`src/rtl/credit_arb_pkg.sv`:
```
// rtl/credit_arb_pkg.sv - shared types and helpers for the credit pool arbiter
//
// Purpose : FSM state encoding and pointer-width helper used by
//           credit_pool_arbiter and rr_pick.
// Contents: state_t  - RUN (normal arbitration) / DRAIN (waiting for pool refill)
//           ptr_w(n) - bits needed to hold a requester index 0..n-1 (min 1)
package credit_arb_pkg;

  typedef enum logic {
    RUN   = 1'b0,
    DRAIN = 1'b1
  } state_t;

  function automatic int ptr_w(input int n);
    return (n <= 2) ? 1 : $clog2(n);
  endfunction

endpackage

```
`src/rtl/credit_pool_arbiter_rr_pick.sv`:
```
// rtl/credit_pool_arbiter_rr_pick.sv - combinational round-robin picker
//
// Purpose : Selects the first eligible requester scanning from i_ptr upward,
//           wrapping modulo N. No state; reusable by other arbiters.
// Ports   : i_elig  [N]  eligibility vector
//           i_ptr   [PW] requester index to start the scan from (< N)
//           o_grant [N]  one-hot grant, zero when nothing is eligible
//           o_idx   [PW] index of the granted requester (0 when none)
//           o_valid      1 when a grant was issued
module rr_pick
  import credit_arb_pkg::*;
#(
  parameter int N  = 4,
  parameter int PW = ptr_w(N)
) (
  input  logic [N-1:0]  i_elig,
  input  logic [PW-1:0] i_ptr,
  output logic [N-1:0]  o_grant,
  output logic [PW-1:0] o_idx,
  output logic          o_valid
);

  always_comb begin
    o_grant = '0;
    o_idx   = '0;
    o_valid = 1'b0;
    for (int k = 0; k < N; k++) begin
      int pos;
      pos = int'(i_ptr) + k;
      if (pos >= N) pos = pos - N;
      // First hit in scan order wins; later hits are ignored.
      if (!o_valid && i_elig[pos]) begin
        o_valid      = 1'b1;
        o_grant[pos] = 1'b1;
        o_idx        = PW'(pos);
      end
    end
  end

endmodule

```
`src/rtl/credit_pool_arbiter.sv`:
```
// rtl/credit_pool_arbiter.sv - shared credit pool with round-robin grant and resize
//
// Purpose : One available-credit counter shared by NREQ requesters. At most one
//           request is granted per cycle, round-robin, only when its cost fits
//           in the registered credits. Returns refill the pool; a resize drains
//           all outstanding credits, then reloads the new limit.
// Ports   : CLK, nRST                 clock, async active-low reset
//           req__ENA[NREQ]            request valid, held until granted
//           req_amt[NREQ*count_sz]    per-requester cost, slice i*count_sz
//           grant[NREQ]               one-hot grant, combinational
//           ret__ENA, ret_v           credit return
//           cfg__ENA, cfg_v, cfg__RDY new pool limit request / ready (RUN)
//           credits, limit            available credits / current pool limit
//           busy                      high while draining for a resize
//           err_overflow              sticky: a return exceeded the limit
module credit_pool_arbiter
  import credit_arb_pkg::*;
#(
  parameter int NREQ         = 4,
  parameter int count_sz     = 10,
  parameter int INIT_CREDITS = 16
) (
  input  logic                     CLK,
  input  logic                     nRST,
  input  logic [NREQ-1:0]          req__ENA,
  input  logic [NREQ*count_sz-1:0] req_amt,
  output logic [NREQ-1:0]          grant,
  input  logic                     ret__ENA,
  input  logic [count_sz-1:0]      ret_v,
  input  logic                     cfg__ENA,
  input  logic [count_sz-1:0]      cfg_v,
  output logic                     cfg__RDY,
  output logic [count_sz-1:0]      credits,
  output logic [count_sz-1:0]      limit,
  output logic                     busy,
  output logic                     err_overflow
);

  localparam int                  PW     = ptr_w(NREQ);
  localparam logic [count_sz-1:0] INIT_C = count_sz'(INIT_CREDITS);

  state_t              r_state;
  state_t              w_state_nxt;
  logic [count_sz-1:0] r_avail;
  logic [count_sz-1:0] r_limit;
  logic [count_sz-1:0] r_pend;
  logic [PW-1:0]       r_ptr;
  logic                r_err;

  logic [NREQ-1:0]     w_elig;
  logic [NREQ-1:0]     w_grant;
  logic [PW-1:0]       w_gidx;
  logic                w_gvalid;
  logic [PW-1:0]       w_ptr_nxt;
  logic [count_sz-1:0] w_gamt;
  logic [count_sz-1:0] w_ret;
  logic [count_sz:0]   w_sum;
  logic                w_ovf;
  logic [count_sz-1:0] w_avail_nxt;
  logic                w_capture;
  logic                w_reload;

  // Eligibility compares against the registered pool only; a return in the
  // same cycle is not visible until the next one.
  always_comb begin
    w_elig = '0;
    for (int i = 0; i < NREQ; i++) begin
      w_elig[i] = req__ENA[i]
               && (req_amt[i*count_sz +: count_sz] <= r_avail)
               && (r_state == RUN);
    end
  end

  rr_pick #(
    .N  (NREQ),
    .PW (PW)
  ) u_rr_pick (
    .i_elig  (w_elig),
    .i_ptr   (r_ptr),
    .o_grant (w_grant),
    .o_idx   (w_gidx),
    .o_valid (w_gvalid)
  );

  // One-hot grant lets the cost mux be a plain OR of masked slices.
  always_comb begin
    w_gamt = '0;
    for (int i = 0; i < NREQ; i++) begin
      if (w_grant[i]) w_gamt = w_gamt | req_amt[i*count_sz +: count_sz];
    end
  end

  assign w_ptr_nxt = (w_gidx == PW'(NREQ - 1)) ? '0 : w_gidx + 1'b1;
  assign w_ret     = ret__ENA ? ret_v : '0;

  // One extra bit holds avail+ret; the subtraction cannot go negative
  // because a granted cost never exceeds avail.
  assign w_sum       = {1'b0, r_avail} + {1'b0, w_ret} - {1'b0, w_gamt};
  assign w_ovf       = (w_sum > {1'b0, r_limit});
  assign w_avail_nxt = w_ovf ? r_limit : w_sum[count_sz-1:0];

  always_comb begin
    w_state_nxt = r_state;
    w_capture   = 1'b0;
    w_reload    = 1'b0;
    case (r_state)
      RUN: begin
        if (cfg__ENA) begin
          w_state_nxt = DRAIN;
          w_capture   = 1'b1;
        end
      end
      DRAIN: begin
        // Pool is whole again once the post-return value reaches the old limit.
        if (w_avail_nxt == r_limit) begin
          w_state_nxt = RUN;
          w_reload    = 1'b1;
        end
      end
      default: w_state_nxt = RUN;
    endcase
  end

  always_ff @(posedge CLK or negedge nRST) begin
    if (!nRST) r_state <= RUN;
    else       r_state <= w_state_nxt;
  end

  always_ff @(posedge CLK or negedge nRST) begin
    if (!nRST) begin
      r_avail <= INIT_C;
      r_limit <= INIT_C;
      r_pend  <= INIT_C;
      r_ptr   <= '0;
      r_err   <= 1'b0;
    end else begin
      if (w_ovf)     r_err  <= 1'b1;
      if (w_gvalid)  r_ptr  <= w_ptr_nxt;
      if (w_capture) r_pend <= cfg_v;
      if (w_reload) begin
        r_limit <= r_pend;
        r_avail <= r_pend;
      end else begin
        r_avail <= w_avail_nxt;
      end
    end
  end

  assign grant        = w_grant;
  assign cfg__RDY     = (r_state == RUN);
  assign busy         = (r_state == DRAIN);
  assign credits      = r_avail;
  assign limit        = r_limit;
  assign err_overflow = r_err;

endmodule

```
`config.mk`:
```
export PLATFORM = sky130hd
export DESIGN_NAME = credit_pool_arbiter
export DESIGN_NICKNAME = d
export VERILOG_FILES = /design/src/rtl/credit_arb_pkg.sv /design/src/rtl/credit_pool_arbiter_rr_pick.sv /design/src/rtl/credit_pool_arbiter.sv
export SDC_FILE = /design/constraint.sdc
export NUM_CORES = 1
export LEC_CHECK = 0
export BUFFER_PORTS_ARGS = -buffer_cell sky130_fd_sc_hd__buf_4
export CAP_MARGIN = 20
export CORE_MARGIN = 2
export CORE_UTILIZATION = 45
export CTS_BUF_LIST = sky130_fd_sc_hd__clkbuf_8 sky130_fd_sc_hd__clkbuf_16
export DETAILED_ROUTE_END_ITERATION = 10
export PLACE_DENSITY = 0.67
export SYNTH_ARGS = -nofsm -noshare
export SYNTH_HDL_FRONTEND = slang
export SYNTH_SLANG_ARGS = --single-unit
```
`constraint.sdc`:
```
create_clock -name CLK -period 7.5 [get_ports CLK]
set_clock_uncertainty 0.1 [all_clocks]
set_input_delay 1.5 -clock CLK [delete_from_list [all_inputs] [get_ports CLK]]
set_output_delay 1.5 -clock CLK [all_outputs]
set_load 0.005 [all_outputs]
```
After elaboration in Yosys (flattened, before gate mapping)
Cells that the tools add are included.

cells by class
  $lt $le $gt $ge = 17
  bitwise logic cells = 7
  $add $sub $neg = 10
  reduce and logical (&&, ||, !) cells = 18
  mux-type cells = 50
  eq/ne operators = 2

operator list
  operator                                                             count
  greater-or-equal comparator 32 x 1 -> 1 bit (second input constant)  4
  less-than comparator 32 x 4 -> 1 bit (second input constant)         4
  two-way mux 32 bit                                                   4
  greater-or-equal comparator 32 x 4 -> 1 bit (second input constant)  3
  subtractor 32 x 4 -> 32 bit (second input constant)                  3
  two-way mux 10 bit                                                   7
  less-or-equal comparator 10 bit                                      4
  OR 10 bit                                                            3
  two-way mux 1 bit                                                    21
  two-way mux 4 bit                                                    4
  logical AND 1 bit                                                    15
  OR 4 bit                                                             3
  adder 10 x 10 -> 11 bit                                              1
  greater-than comparator 11 x 10 -> 1 bit                             1
  subtractor 11 x 10 -> 11 bit                                         1
  equality test 10 bit                                                 1
  two-way mux 2 bit                                                    5
  binary-select mux 1 bit (select 2 bit)                               4
  demux 1 bit (select 2 bit)                                           4
  adder 2 x 2 -> 3 bit (second input constant)                         2
  subtractor 2 x 3 -> 4 bit (second input constant)                    1
  adder 2 x 1 -> 3 bit (second input constant)                         1
  greater-or-equal comparator 2 x 3 -> 1 bit (second input constant)   1
  zero test 1 bit                                                      3
  4 further kinds                                                      4

storage, ports and cells
  output and inout bits = 27
  logic and storage cells = 110
  bits in registers = 34
  bits of input ports = 68

Logic depth before layout (Yosys ltp)
  word-level depth = 30
  depth in mapped cells = 33
  depth with buffers taken out = 30

Hierarchy
From an unflattened synthesis, not the netlist that was laid out.

second synthesis, totals
  cell total of the unflattened synthesis = 474
  area total of the unflattened synthesis = 4471.8 sq um

by module, submodules not included
  module               seq. area each (sq um)  cells each  area an instance (sq um)  instances
  credit_pool_arbiter  854.6                   426         4011.3                    1
  rr_pick              0.0                     48          460.4                     1

Worst setup path before layout
OpenSTA, ideal clock, no wires.

  path kind = in2reg
  start point = input port req_amt[28]
  end point = register r_limit[0] (netlist: limit[0])
  buffers on the path = 3
  library setup time = 125 ps
  arrival = 7817 ps
  data required time = 7275 ps
  cell stages on the path = 31
  setup slack = -543 ps
  cells stage by stage = ha_1 a21o_1 a2111oi_4 o311a_4 nor2_1 and3_1 o2111ai_2 o211ai_2 and2_1 buf_2 a221oi_2 nand3_1 fa_1 inv_1 ha_1 a21o_1 a21oi_2 o21ai_1 or4_1 a31o_1 a21oi_2 xnor2_2 ha_1 nand3_1 o21ai_0 a21oi_2 buf_4 o32a_1 a21oi_2 buf_6 mux2_4

on the way
  word-level cells in the longest chain between the ends = 29
  elaborated cells between the ends (all ways) = 44
  those cells by class = add/sub (1); order compare (2); eq/ne (1); mux (26); bitwise (6); reduce/logical (8)

ends and longest elaborated chain
  what                                                   RTL line                           RTL
  start, declared                                        credit_pool_arbiter.sv:26          input logic [NREQ*count_sz-1:0] req_amt,
  less-or-equal comparator 10 bit                        credit_pool_arbiter.sv:69          && (req_amt[i*count_sz +: count_sz] <= r_avail)
  logical AND 1 bit                                      credit_pool_arbiter.sv:69
  logical AND 1 bit                                      credit_pool_arbiter.sv:70          && (r_state == RUN);
  binary-select mux 1 bit (select 2 bit)                 credit_pool_arbiter_rr_pick.sv:32  if (!o_valid && i_elig[pos]) begin
  two-way mux 1 bit (implied by the code) (2 in series)  credit_pool_arbiter_rr_pick.sv:32
  two-way mux 1 bit                                      credit_pool_arbiter_rr_pick.sv:32
  zero test 1 bit                                        credit_pool_arbiter_rr_pick.sv:32
  logical AND 1 bit                                      credit_pool_arbiter_rr_pick.sv:32
  (+12 left out)                                         -
  OR 10 bit                                              credit_pool_arbiter.sv:89          if (w_grant[i]) w_gamt = w_gamt | req_amt[i*count_sz +: count_sz];
  two-way mux 10 bit (*)                                 credit_pool_arbiter.sv:89
  subtractor 11 x 10 -> 11 bit (*)                       credit_pool_arbiter.sv:98          assign w_sum = {1'b0, r_avail} + {1'b0, w_ret} - {1'b0, w_gamt};
  greater-than comparator 11 x 10 -> 1 bit               credit_pool_arbiter.sv:99          assign w_ovf = (w_sum > {1'b0, r_limit});
  two-way mux 10 bit (*)                                 credit_pool_arbiter.sv:100         assign w_avail_nxt = w_ovf ? r_limit : w_sum[count_sz-1:0];
  equality test 10 bit (*)                               credit_pool_arbiter.sv:115         if (w_avail_nxt == r_limit) begin
  two-way mux 1 bit (*)                                  credit_pool_arbiter.sv:115
  two-way mux 1 bit (*)                                  credit_pool_arbiter.sv:106         case (r_state)
  end signal, assigned                                   credit_pool_arbiter.sv:141         r_limit <= r_pend;
  end, declared                                          credit_pool_arbiter.sv:45          logic [count_sz-1:0] r_limit;

Mark *: on every way between the ends. The rest lies on a longest branch, timed or not. The select of a mux whose other input is x is not followed.
A chain may end at the register's enable or synchronous reset.

Worst setup path after layout
  start point = input port req_amt[23]
  end point = register r_avail[5] (netlist: credits[5])

on the way
  word-level cells in the longest chain between the ends = 30
  elaborated cells between the ends (all ways) = 45
  those cells by class = add/sub (1); order compare (2); eq/ne (1); mux (27); bitwise (6); reduce/logical (8)

ends and longest elaborated chain
  what                                                   RTL line                           RTL
  less-or-equal comparator 10 bit                        credit_pool_arbiter.sv:69
  logical AND 1 bit                                      credit_pool_arbiter.sv:69
  logical AND 1 bit                                      credit_pool_arbiter.sv:70
  binary-select mux 1 bit (select 2 bit)                 credit_pool_arbiter_rr_pick.sv:32
  two-way mux 1 bit (implied by the code) (2 in series)  credit_pool_arbiter_rr_pick.sv:32
  two-way mux 1 bit                                      credit_pool_arbiter_rr_pick.sv:32
  zero test 1 bit                                        credit_pool_arbiter_rr_pick.sv:32
  logical AND 1 bit                                      credit_pool_arbiter_rr_pick.sv:32
  (+13 left out)                                         -
  two-way mux 10 bit (*)                                 credit_pool_arbiter.sv:89
  subtractor 11 x 10 -> 11 bit (*)                       credit_pool_arbiter.sv:98
  greater-than comparator 11 x 10 -> 1 bit               credit_pool_arbiter.sv:99
  two-way mux 10 bit (*)                                 credit_pool_arbiter.sv:100
  equality test 10 bit                                   credit_pool_arbiter.sv:115
  two-way mux 1 bit                                      credit_pool_arbiter.sv:115
  two-way mux 1 bit                                      credit_pool_arbiter.sv:106
  two-way mux 10 bit (*)                                 credit_pool_arbiter.sv:140         if (w_reload) begin
  end signal, assigned                                   credit_pool_arbiter.sv:142         r_avail <= r_pend;
  end signal, assigned                                   credit_pool_arbiter.sv:144         r_avail <= w_avail_nxt;
  end, declared                                          credit_pool_arbiter.sv:44          logic [count_sz-1:0] r_avail;

Marks and branches as above.

==> metrics.md <==
| Metric | Value |
|---|---|
| CTS H-tree depth | 2 |
| Die Span X | 104.6 µm |
| Setup CP Type | in2reg |
| Non-filler cells, final | 837 |
| Vias/cell | 5.609 |
| Die area | 10940 µm² |
| Synth Area in Adders | 23.07% |
| Worst slew margin | 36.14% |
| Largest net degree at the start of global routing | 35 |
| Fin crit share | 103.9% |
| Ranking of synthesized cells by area | ha_1, dfrtp_1, mux2_4 |
| Clock Latency Late Sink | 0.28 ns |
| RSZ-0062 raised after global routing | yes |
| Worst slew pin tran | 0.9559 ns |
| Status | finished, violations left |
| Syn Std Cell Area | 4556 µm² |
| Distinct cells, synth | 66 |
| Biggest cell delay along the critical path | 0.61 ns |
| Clock Sink Count | 34 |
| Via count | 4695 |
| Required time of the critical path | 7.57 ns |
| Clock buffer depth | 2 |
| Simple-gate portion of the synthesized area | 14.67% |
| Fin. Hold Viols | 0 |
| XOR/XNOR Fraction of Synth Area | 4.367% |
| Synth top area share | 18.68% |
| Pre-antenna DRT Iters | 5 |
| Max frequency | 128.3 MHz |
| Placer Congestion | 0.9231 |
| Count of hold-fix buffers inserted at cts | 0 |
| Post-synth EDFFs | 0 |
| Syn avg cell area | 9.075 µm² |
| First-pass GRT wire length | 24090 µm |
| Number of placed cells counting well taps | 810 |
| Drt wl/cell | 18.02 µm |
| Vias in the first global route | 4910 |
| Final worst slack | -0.2959 ns |
| Gr ovfl total | 0 |
| Critical Path Start Type | primary input |
| Area leader, netlist | ha_1 |
| Layout net count | 850 |
| Sequential share of the synthesized area | 18.76% |
| Initial antenna violation count | 0 |
| Initial Util | 46.39% |
| FFs w/ async S/R, synth | 100.0% |
| Num CTS Buffers | 5 |
| CTS clk-pin slew, worst paths | 0.07 ns |
| CTS root buffer | clkbuf_8 |
| Setup violations, final | 21 |
| Post-synthesis compound-gate area fraction | 22.66% |
| Crit end category | flip-flop |
| I/O Buffers | 94 |
| Die Span Y | 104.6 µm |
| Worst-path fanout max | 8 |
| DPL Wire Length | 11740 µm |
| Failing checks | setup timing |
| Max Cap Viol | 0 |
| Post-synthesis mux area share | 9.475% |
| GRT Util Overall | 27.32% |
| Routed Wire Length | 15080 µm |
| Post-synth top flop | dfrtp_1 |
| 1st-iter DRT viols | 177 |
| Slowest CP cell | mux4_2 |
| Syn Inst Count | 502 |
| Yosys warns | 0 |
| Layout cells sized above 1 | 50.14% |
| Post-route DRC violation count | 0 |
| Largest family of logic cells by synthesized area | adder cells |
| Core area | 9819 µm² |
| Crit path arrival time | 7.86 ns |
| I/O pin count | 95 |
| Ant. Diodes | 0 |
| Seq cells post-synth | 34 |
| HP Class | reg2reg |
| Routed Antenna Nets | 0 |
| Area grow syn2layout | 54.49% |
| Net Count, Synth | 648 |
| Slew Limit Fails | 0 |
| Tmin final | 7.796 ns |
| Row cnt | 36 |
| CTS tree | built |
## registers in the layout (all words and copies together) (netlist names)
name and count:
r_pend 10, r_ptr 2, credits 10, limit 10
err_overflow 1, busy 1
## layout by cell type, fill, tap and decap left out, drive strengths merged, types with 4 or more instances in the layout
master,n
nand4,6
nor3,5
nand3,19
a21boi,10
fa,10
nand2,50
a21o,12
a221oi,13
nand2b,13
o21ai,24
clkbuf,6
ha,68
nor2b,5
inv,57
dfrtp,31
mux2,30
a2111oi,5
xnor2,18
a22oi,12
buf,212
and3,6
o211ai,4
nor2,22
a21oi,19
a211oi,6
## cell usage after synthesis (3+ instances only)
cell type,count
ha_1,68
inv_1,56
nand2_1,50
dfrtp_1,31
nor2_1,22
mux2_4,19
nand3_1,19
o21ai_0,19
xnor2_1,16
a21oi_1,14
nand2b_1,13
a21o_1,12
a22oi_1,11
mux2_2,11
a21boi_0,10
a221oi_2,10
fa_1,10
clkbuf_1,8
a211oi_1,6
nand4_1,6
a21oi_2,5
and3_1,5
buf_6,5
nor2b_1,5
nor3_1,5
a2111oi_0,4
o21ai_1,4
a221oi_1,3
and4_1,3
buf_2,3
dfstp_2,3
o211ai_1,3
xor2_1,3
## kinds of logic (layout without fill, tap and decap cells)
| group | count (synthesis) | after routing |
|---|---|---|
| XOR/XNOR | 21 | 21 |
| buffers and inverters | 73 | 275 |
| AO/OA/AOI/OAI | 127 | 127 |
| AND/OR/NAND/NOR | 138 | 138 |
| flip-flops | 34 | 34 |
| adder cells (fa/ha/maj) | 78 | 78 |
| multiplexers | 31 | 31 |
## per-layer routing
metal  track usage (%)  part of all wire, %  up-vias
met5                 0                    0        -
li1                  -                    -     2230
met2             48.51                   50      162
met1             34.48                   43     2261
met4             9.810                  3.2        0
met3             2.558                  3.7       42
## through the flow
step / setup slack, ns / TNS, ns / util (%) / instance area, µm² / hold WS (ns)
after CTS: -0.2892 / -5.242 / 68.88 / 6764 / 0.3982
after global routing: -0.5347 / -9.797 / 71.67 / 7038 / 0.4283
after global placement: -0.6879 / -13.97 / 62.84 / 6171 / 0.3555
final: -0.2959 / -4.881 / 71.67 / 7038 / 0.3978
after floorplan: -0.2590 / -4.789 / - / 4657 / 0.3590
after detailed placement: -0.7778 / -15.89 / 62.84 / 6171 / 0.3711
## worst max-delay path: cells and delay by family
kind	cells	cell delay, ns
compound gates	14	2.73
xor+xnor	1	0.17
fa+ha+maj	4	1.39
buf+inv	5	0.55
mux	2	0.91
simple gates	4	0.60
## cell type report
class / count / area [µm²]
clock inverter: 1 / 3.754
clock buffer: 6 / 82.58
timing repair buffer: 212 / 1693
multi-input combinational: 395 / 4028
fill: 758 / 2781
inverter: 56 / 210.2
tap: 133 / 166.4
sequential: 34 / 854.6
## final timing paths
| kind | end | cells after the start | slack, ns | start |
|---|---|---|---|---|
| max | credits[5] | 30 | -0.30 | req_amt[23] |
| min | err_overflow | 1 | 0.40 | err_overflow |
| max reg2reg | credits[5] | 31 | 0.19 | credits[4] |
| min reg2reg | err_overflow | 1 | 0.40 | err_overflow |
| max in group asynchronous | limit[4] | 1 | 5.91 | nRST |
| min in group asynchronous | err_overflow | 1 | 1.05 | nRST |
## repair_timing
item | 4_1_cts | 5_1_grt
hold endpoints to repair | 0 | 0
pin swaps | 38 | 61
setup buffers | 15 | 7
gates cloned | 1 | 0
resized for setup | 64 | 40
setup endpoints to repair | 22 | 22
Power is not shown: default switching activity piles up to over one toggle a cycle in this logic, so the estimate is an artifact.
